`src/rtl/regfile_ctrl_pkg.sv`:
```
// Shared definitions for the register-file writeback controller.
//   state_t  : mode FSM states
//   MODE_SVC : mode presented after reset (supervisor)
//   PC_IDX   : register address that aliases the program counter
package regfile_ctrl_pkg;
  typedef enum logic [1:0] {IDLE, DRAIN, SWITCH} state_t;
  localparam logic [4:0] MODE_SVC = 5'b10011;
  localparam int         PC_IDX   = 15;
endpackage

```
`src/rtl/rr_arb2.sv`:
```
// Two-way round-robin arbiter.
//   clk, rst : clock, async active-high reset
//   req[1:0] : requests (0 = ALU, 1 = LSU)
//   take     : the granted request was actually transferred this cycle
//   gnt[1:0] : one-hot grant (combinational)
module rr_arb2 (
  input  logic       clk,
  input  logic       rst,
  input  logic [1:0] req,
  input  logic       take,
  output logic [1:0] gnt
);
  // pri=0 favours requester 0, pri=1 favours requester 1
  logic pri;

  always_comb begin
    gnt[0] = req[0] && (!req[1] || !pri);
    gnt[1] = req[1] && (!req[0] ||  pri);
  end

  // A grant that loses downstream (PC port) does not count as served.
  always_ff @(posedge clk or posedge rst) begin
    if (rst)       pri <= 1'b0;
    else if (take) pri <= gnt[0];
  end
endmodule

```
`src/rtl/regfile_ctrl.sv`:
```
// Register-file writeback controller: merges ALU/LSU writebacks onto one
// GPR port (round-robin), routes PC-aliased writes and branches onto the
// PC port, tracks pending destinations in a busy scoreboard and sequences
// processor-mode changes once all pending writes have drained.
//   alu_* / lsu_* / br_* : writeback requesters (req/ready handshakes)
//   claim_*              : destination reservation from issue
//   mode_req/new/ack     : mode-change handshake
//   w_addr/w_data/write_reg, pc_data/write_pc : registered write ports
//   M, busy, claim_err   : mode, scoreboard, sticky double-claim flag
module regfile_ctrl import regfile_ctrl_pkg::*; #(
  parameter int AW     = 4,
  parameter int DW     = 32,
  parameter int MW     = 5,
  parameter int PC_IDX = regfile_ctrl_pkg::PC_IDX
) (
  input  logic              clk,
  input  logic              rst,
  input  logic              alu_req,
  input  logic [AW-1:0]     alu_addr,
  input  logic [DW-1:0]     alu_data,
  output logic              alu_ready,
  input  logic              lsu_req,
  input  logic [AW-1:0]     lsu_addr,
  input  logic [DW-1:0]     lsu_data,
  output logic              lsu_ready,
  input  logic              br_req,
  input  logic [DW-1:0]     br_data,
  output logic              br_ready,
  input  logic              claim_valid,
  input  logic [AW-1:0]     claim_addr,
  output logic              claim_ready,
  input  logic              mode_req,
  input  logic [MW-1:0]     mode_new,
  output logic              mode_ack,
  output logic [AW-1:0]     w_addr,
  output logic [DW-1:0]     w_data,
  output logic              write_reg,
  output logic              write_pc,
  output logic [DW-1:0]     pc_data,
  output logic [MW-1:0]     M,
  output logic [(1<<AW)-1:0] busy,
  output logic              claim_err
);
  state_t          state;
  logic [MW-1:0]   mode_lat;
  logic [1:0]      gnt;
  logic            take, win_pc, claim_ok;
  logic [AW-1:0]   win_addr;
  logic [DW-1:0]   win_data;
  logic [(1<<AW)-1:0] busy_nxt;

  rr_arb2 u_arb (
    .clk  (clk),
    .rst  (rst),
    .req  ({lsu_req, alu_req}),
    .take (take),
    .gnt  (gnt)
  );

  always_comb begin
    win_addr = gnt[1] ? lsu_addr : alu_addr;
    win_data = gnt[1] ? lsu_data : alu_data;
    win_pc   = (win_addr == AW'(PC_IDX));
    // branch owns the PC port; a PC-targeted GPR winner waits behind it
    take     = (|gnt) && !(win_pc && br_req);
  end

  assign alu_ready   = gnt[0] && take;
  assign lsu_ready   = gnt[1] && take;
  assign br_ready    = br_req;
  assign claim_ready = (state == IDLE);
  assign claim_ok    = claim_valid && claim_ready;

  // Clear before set so a same-cycle claim of a committing register stays busy.
  always_comb begin
    busy_nxt = busy;
    if (take)     busy_nxt[win_addr]   = 1'b0;
    if (claim_ok) busy_nxt[claim_addr] = 1'b1;
  end

  always_ff @(posedge clk or posedge rst) begin
    if (rst) begin
      write_reg <= 1'b0;
      write_pc  <= 1'b0;
      w_addr    <= '0;
      w_data    <= '0;
      pc_data   <= '0;
      busy      <= '0;
      claim_err <= 1'b0;
    end else begin
      write_reg <= take && !win_pc;
      write_pc  <= br_req || (take && win_pc);
      if (take && !win_pc) begin
        w_addr <= win_addr;
        w_data <= win_data;
      end
      if (br_req)              pc_data <= br_data;
      else if (take && win_pc) pc_data <= win_data;
      busy <= busy_nxt;
      if (claim_ok && busy[claim_addr]) claim_err <= 1'b1;
    end
  end

  // Mode FSM; M and mode_ack update on entry to SWITCH so the ack is
  // visible for exactly the one SWITCH cycle.
  always_ff @(posedge clk or posedge rst) begin
    if (rst) begin
      state    <= IDLE;
      M        <= MW'(MODE_SVC);
      mode_lat <= MW'(MODE_SVC);
      mode_ack <= 1'b0;
    end else begin
      mode_ack <= 1'b0;
      case (state)
        IDLE: if (mode_req) begin
          state    <= DRAIN;
          mode_lat <= mode_new;
        end
        DRAIN: if (busy == '0 && !write_reg && !write_pc) begin
          state    <= SWITCH;
          M        <= mode_lat;
          mode_ack <= 1'b1;
        end
        SWITCH: state <= IDLE;
        default: state <= IDLE;
      endcase
    end
  end
endmodule

```
`config.mk`:
```
export PLATFORM = sky130hd
export DESIGN_NAME = regfile_ctrl
export DESIGN_NICKNAME = d
export VERILOG_FILES = /design/src/rtl/regfile_ctrl_pkg.sv /design/src/rtl/rr_arb2.sv /design/src/rtl/regfile_ctrl.sv
export SDC_FILE = /design/constraint.sdc
export NUM_CORES = 1
export LEC_CHECK = 0
export CAP_MARGIN = 20
export CORE_MARGIN = 2
export CORE_UTILIZATION = 42
export CTS_CLUSTER_DIAMETER = 200
export CTS_CLUSTER_SIZE = 25
export DETAILED_ROUTE_END_ITERATION = 8
export GPL_ROUTABILITY_DRIVEN = 0
export PLACE_DENSITY = 0.8
export SLEW_MARGIN = 10
export SYNTH_ARGS = -nofsm -noshare
export SYNTH_HDL_FRONTEND = slang
export SYNTH_SLANG_ARGS = --single-unit
```
`constraint.sdc`:
```
create_clock -name clk -period 5.5 [get_ports clk]
set_clock_uncertainty 0.2 [all_clocks]
set_input_delay 1.65 -clock clk [delete_from_list [all_inputs] [get_ports clk]]
set_output_delay 1.65 -clock clk [all_outputs]
set_load 0.05 [all_outputs]
```
After elaboration in Yosys (flattened, before gate mapping):

Index checks and enable logic that the tools add are counted.

* register bits after elaboration: 101
* input bits: 120
* output and inout bits: 97

* $lt $le $gt $ge: 4
* equality and inequality tests: 4
* muxes and demuxes: 17
* bitwise operators: 3
* reductions and logical operators: 31

Operators with widths (count)
* two-way mux 32 bit: 3
* two-way mux 16 bit: 2
* AND 16 bit: 1
* zero test 16 bit: 1
* inverter 16 bit: 1
* OR 16 bit: 1
* logical AND 1 bit: 14
* less-than comparator 4 x 5 -> 1 bit, second input constant: 2
* demux 1 bit (select 4 bit): 2
* greater-or-equal comparator 4 x 1 -> 1 bit, second input constant: 2
* zero test 1 bit: 7
* AND reduction 2 bit: 3
* two-way mux 1 bit: 5
* binary-select mux 1 bit (select 4 bit): 1
* == test 4 bit, second input constant: 1
* two-way mux 2 bit: 2
* two-way mux 4 bit: 1
* case mux 2 bit (2 select lines): 1
* logical OR 1 bit: 3
* == test 2 x 1 -> 1 bit, second input constant: 1
* zero test 2 bit: 1
* != test 2 x 1 -> 1 bit, second input constant: 1
* != test 2 bit, second input constant: 1
* nonzero test 2 bit: 1
* OR reduction 2 bit: 1

Depth between registers and ports, before layout:

* depth in word-level cells: 13
* depth in mapped cells: 8

By module:

A second synthesis with hierarchy kept.

* cell total of the unflattened synthesis: 389
* area, all modules: 5262.5 um^2

Modules (own cells, without submodules)
* regfile_ctrl: instances 1, cells an instance 383, area an instance 5196.2 um^2, sequential area each 2509.9 um^2
* rr_arb2: instances 1, cells an instance 6, area an instance 66.3 um^2, sequential area each 25.0 um^2

Least setup slack after synthesis:

No wires, ideal clock.

* kind: input to output
* from: input alu_req
* to: output alu_ready
* data arrival time: 3071 ps
* slack: 579 ps
* stages on the path: 4
* path through: nor2b_2 > nor4_4 > o21ai_0 > nor2b_1

* word-level cells in the longest chain between the ends: 9
* elaborated cells on any way between the ends: 11
* classes of those cells: eq/ne (1); mux (1); reduce/logical (9)

RTL lines
* start: declaration: line regfile_ctrl.sv:18 `input logic alu_req,`
* zero test 1 bit: line rr_arb2.sv:18 `gnt[1] = req[1] && (!req[0] || pri);`
* logical OR 1 bit: line rr_arb2.sv:18
* logical AND 1 bit: line rr_arb2.sv:18
* two-way mux 4 bit: line regfile_ctrl.sv:61 `win_addr = gnt[1] ? lsu_addr : alu_addr;`
* == test 4 bit: line regfile_ctrl.sv:63 `win_pc = (win_addr == AW'(PC_IDX));`
* logical AND 1 bit: line regfile_ctrl.sv:65 `take = (|gnt) && !(win_pc && br_req);`
* zero test 1 bit: line regfile_ctrl.sv:65
* logical AND 1 bit: line regfile_ctrl.sv:65
* logical AND 1 bit (*): line regfile_ctrl.sv:68 `assign alu_ready = gnt[0] && take;`
* end: declaration: line regfile_ctrl.sv:21 `output logic alu_ready,`

Every way passes the cells marked *; elsewhere a longest branch is shown, timed or not.

Worst setup path after layout:

Ends and elaborated chain as after synthesis.

==> impl.org <==
** STA
- Final total negative setup slack :: 0 ns
- Number of endpoints failing setup at the final stage :: 0
- For the pin with the worst max-slew slack, the measured transition is a little over 0.8 ns.
- Number of max-slew violations in the final report :: 0
- The worst pin sits at a relative slew slack of around 45%.
- After layout, the worst path uses 96.6% of the clock period.
- Max Clk Rate :: about 0.19 GHz
- Setup repair after global routing missed its margin :: no
- Final number of hold-violating endpoints :: 0
- Setup slack on the critical path of the routed design comes to between 0.15 and 0.2 ns.
- Minimum clock period :: roughly 5.3 ns

** Die
- The die covers about 0.013 mm².
- I/O pin count :: 217
- The initial utilization of the core area, before any placement, comes to 42.9%.
- After floorplanning, the core was sized to cover 0.0114 mm².
- Measured along the x axis, the die boundary spans 112 µm.
- The floorplan has 39 rows.
- Overall die height :: between 100 and 150 µm

** Setup path
- For this run, the slowest stage of the critical path takes 0.55 ns.
- Worst Path Max Fanout :: 7
- The setup path with the least slack is of type primary input to output port.
- For flop-to-flop paths, the worst setup slack is about 2.8 ns.
- STA classifies the critical path startpoint as a primary input.
- Required arrival time at the worst endpoint :: approximately 3.7 ns
- Data on the critical path arrives at its endpoint at around 3.5 ns.
- The worst setup path is captured at an output port.
- Critical-path cell with the highest stage delay :: sky130_fd_sc_hd__clkdlybuf4s50_1
- Critical path, cell by cell :: clkdlybuf4s50_1, nor2b_2, nor4_4, o21ai_0, nor2b_1, buf_4

** Yosys
- After synthesis the cells add up to about 0.005 mm².
- Leading area contributor after synthesis :: sky130_fd_sc_hd__dfrtp_1
- Top cells by area, synth :: sky130_fd_sc_hd__dfrtp_1, sky130_fd_sc_hd__mux2i_1, sky130_fd_sc_hd__nor2_1
- Avg Cell Area, Syn :: approximately 9.9 µm²
- Portion of synthesized cell area occupied by the leading cell type :: about 49%
- The cell count after synthesis came out at 495.
- The Yosys step of the flow raised 0 warnings.
- Counting every net in the synthesized netlist gives about 620.
- Of all flip-flops after synthesis, the portion carrying an async set or reset was 100%.
- For this run, the leading register cell type out of synthesis is sky130_fd_sc_hd__dfrtp_1.
- Post-synthesis sequential area ratio :: approximately half
- The synthesized design contains 0 enable-type register cells.
- Number of storage elements in the synthesis netlist :: 101
- After synthesis, the netlist uses 50 different library cells.

** Global routing
- The initial antenna violation count is 0.
- The via count of the first global-routing pass was about 4700.
- Pin count of the biggest net entering global routing :: a little under 90
- Overall fraction of global-route tracks in use :: between 20% and 30%
- Overflow after GRT :: 0
- The first global-routing pass estimated between 20000 and 25000 µm of wire.

** Placed design
- Detailed placement HPWL :: 10900 µm
- Setup slack after placement :: between 0.2 and 0.25 ns
- The count of buffers added on input and output ports is around 220.

** CTS
- Buffers inserted to repair hold after CTS numbered 0.
- Clock-pin transition on the worst setup and hold timing paths :: 0.08 ns
- Post-CTS Repair Setup Buffers :: 0
- TritonCTS built the clock tree.
- The longest clock path from root to sink contains 2 buffers.
- # clock sinks :: 101
- The tree is rooted in a sky130_fd_sc_hd__clkbuf_16.
- The H-tree was split into 3 levels.
- CTS buffer count :: 9
- For the worst-skew pair, the clock arrives at the later sink with an insertion delay of ~0.33 ns.
- After clock tree synthesis, the repair step resized 0 gates.

** Cells and area
- Footprint of the multi-input gates :: approximately 0.0022 mm²
- # fillers :: 921
- In the final layout, flip-flops and latches occupy 0.00253 mm².
- Share of post-route cells with drive strength above 1 :: 8.37%
- In the final design database the tool counted 820 nets.
- Final antenna diode count :: 0
- In the final layout, the registers with the most flip-flops are pc_data x32, w_data x32, busy x16.
- Synthesis-to-finish area growth :: 53.1%

** Detailed routing
- The pre-antenna-repair detailed-routing pass consisted of 5 iterations.
- Drt wl/cell :: about 17 µm
- The first routing iteration left 279 violations.
- Total Wirelength :: 14600 µm
- Via count normalized by instance count :: 5.37
- Count of vias placed by the detailed router :: between 4000 and 5000
- DRC violation count after routing :: 0
- Once detail routing completed, the nets flagged for antenna violations numbered 0.

** Power and ir drop
- Peak supply drop :: about 240 µV
- Summed over all cells, the static leakage comes to between 3 and 4 nW.
- Total power density per cell area :: between 300 and 400 mW/mm²

** Run
- The tool flagged a number of max-cap violations equal to 0.

** Outcome
- Outcome :: finished clean

** Worst hold path
- The worst hold path belongs to the class flip-flop to flip-flop.
final timing paths:
| check | startpoint | to | depth (start not counted) |
|---|---|---|---|
| min | state[1] | state[0] | 1 |
| min reg2reg | state[1] | state[0] | 1 |
| max reg2reg | u_arb.pri | pc_data[19] | 7 |
| max in group asynchronous | rst | pc_data[3] | 4 |
| max | alu_req | alu_ready | 6 |
| min in group asynchronous | rst | w_data[29] | 2 |
where the power goes:
group | total, mW | internal (mW) | switching, mW | leakage [nW]
Sequential | 1.00 | 0.898 | 0.104 | 1.21
Combinational | 1.12 | 0.435 | 0.687 | 1.94
Clock | 0.647 | 0.360 | 0.288 | 0.148
Total | 2.77 | 1.69 | 1.08 | 3.30
synthesized netlist by cell type, drive strengths merged, types with 3 or more instances:
cell and n:
o21ai 59, clkbuf 14, a31oi 5, nor2 72
a32o 4, nand4 3, dfstp 6, mux2i 36
nor3 6, mux2 12, nand2 42, buf 18
dfrtp 95, a21o 32, nor2b 4, a21oi 43
nor4 4, nand2b 8, inv 6
critical path, delay by kind of cell:
family,cells,cell delay [ns]
AO/OA/AOI/OAI,1,0.38
AND/OR/NAND/NOR,3,0.67
buffers and inverters,2,0.76
area by class of cell:
cell class	count	area share [%]
clock buffers	9	3.01
clock inverters	7	1.07
inverters	6	0.335
multi-input cells	356	29.0
flip-flops and latches	101	33.9
well taps	143	2.39
repair buffers	226	30.2
metrics by stage:
step / utilization, % / power, mW / instance area [µm²] / std cells / hold WS [ns]
after detailed placement: 62.8 / 2.14 / 7140 / 831 / 0.263
final: 65.7 / 2.77 / 7470 / 848 / 0.266
after global placement: 62.8 / 2.11 / 7140 / 831 / 0.252
after floorplan: - / 1.71 / 4880 / 495 / 0.233
after CTS: 65.5 / 2.79 / 7450 / 847 / 0.273
after global routing: 65.7 / 2.90 / 7470 / 848 / 0.302
cells in the final DEF (no fill, tap or decap), types with 2 or more instances in the layout:
cell                              count
sky130_fd_sc_hd__a211oi_1             2
sky130_fd_sc_hd__a21o_1              32
sky130_fd_sc_hd__a21oi_1             43
sky130_fd_sc_hd__a31oi_1              5
sky130_fd_sc_hd__a32o_1               4
sky130_fd_sc_hd__buf_4               10
sky130_fd_sc_hd__clkbuf_16            9
sky130_fd_sc_hd__clkdlybuf4s50_1    213
sky130_fd_sc_hd__dfrtp_1             95
sky130_fd_sc_hd__dfstp_2              6
sky130_fd_sc_hd__inv_1                4
sky130_fd_sc_hd__inv_6                2
sky130_fd_sc_hd__mux2_2               7
sky130_fd_sc_hd__mux2_4               5
sky130_fd_sc_hd__mux2i_1             36
sky130_fd_sc_hd__nand2_1             41
sky130_fd_sc_hd__nand2b_1             8
sky130_fd_sc_hd__nand4_1              3
sky130_fd_sc_hd__nor2_1              72
sky130_fd_sc_hd__nor2b_1              3
sky130_fd_sc_hd__nor3_1               5
sky130_fd_sc_hd__nor4_1               3
sky130_fd_sc_hd__o21ai_0             27
sky130_fd_sc_hd__o21ai_1             32
sky130_fd_sc_hd__o32a_1               2
sky130_fd_sc_hd__or2_2                2
per-layer routing:
layer / vias up / track usage, % / part of all wire [%] / wire length (µm)
li1: 2140 / - / - / -
met1: 2193 / 27.9 / 39 / 5640
met2: 210 / 40.9 / 51 / 7400
met3: 11 / 8.00 / 9.6 / 1390
met4: 0 / 5.19 / 0.95 / 139
met5: - / 0 / 0 / 0
cells by family (layout without fill, tap and decap cells):
group | Yosys count | count (layout) | share of synthesized area [%]
flops | 101 | 101 | 51.9
simple gates | 149 | 149 | 13.8
compound gates | 158 | 158 | 19.4
mux | 49 | 49 | 11.0
buf+inv | 38 | 248 | 3.84
Power figures use the tool's default switching activity.
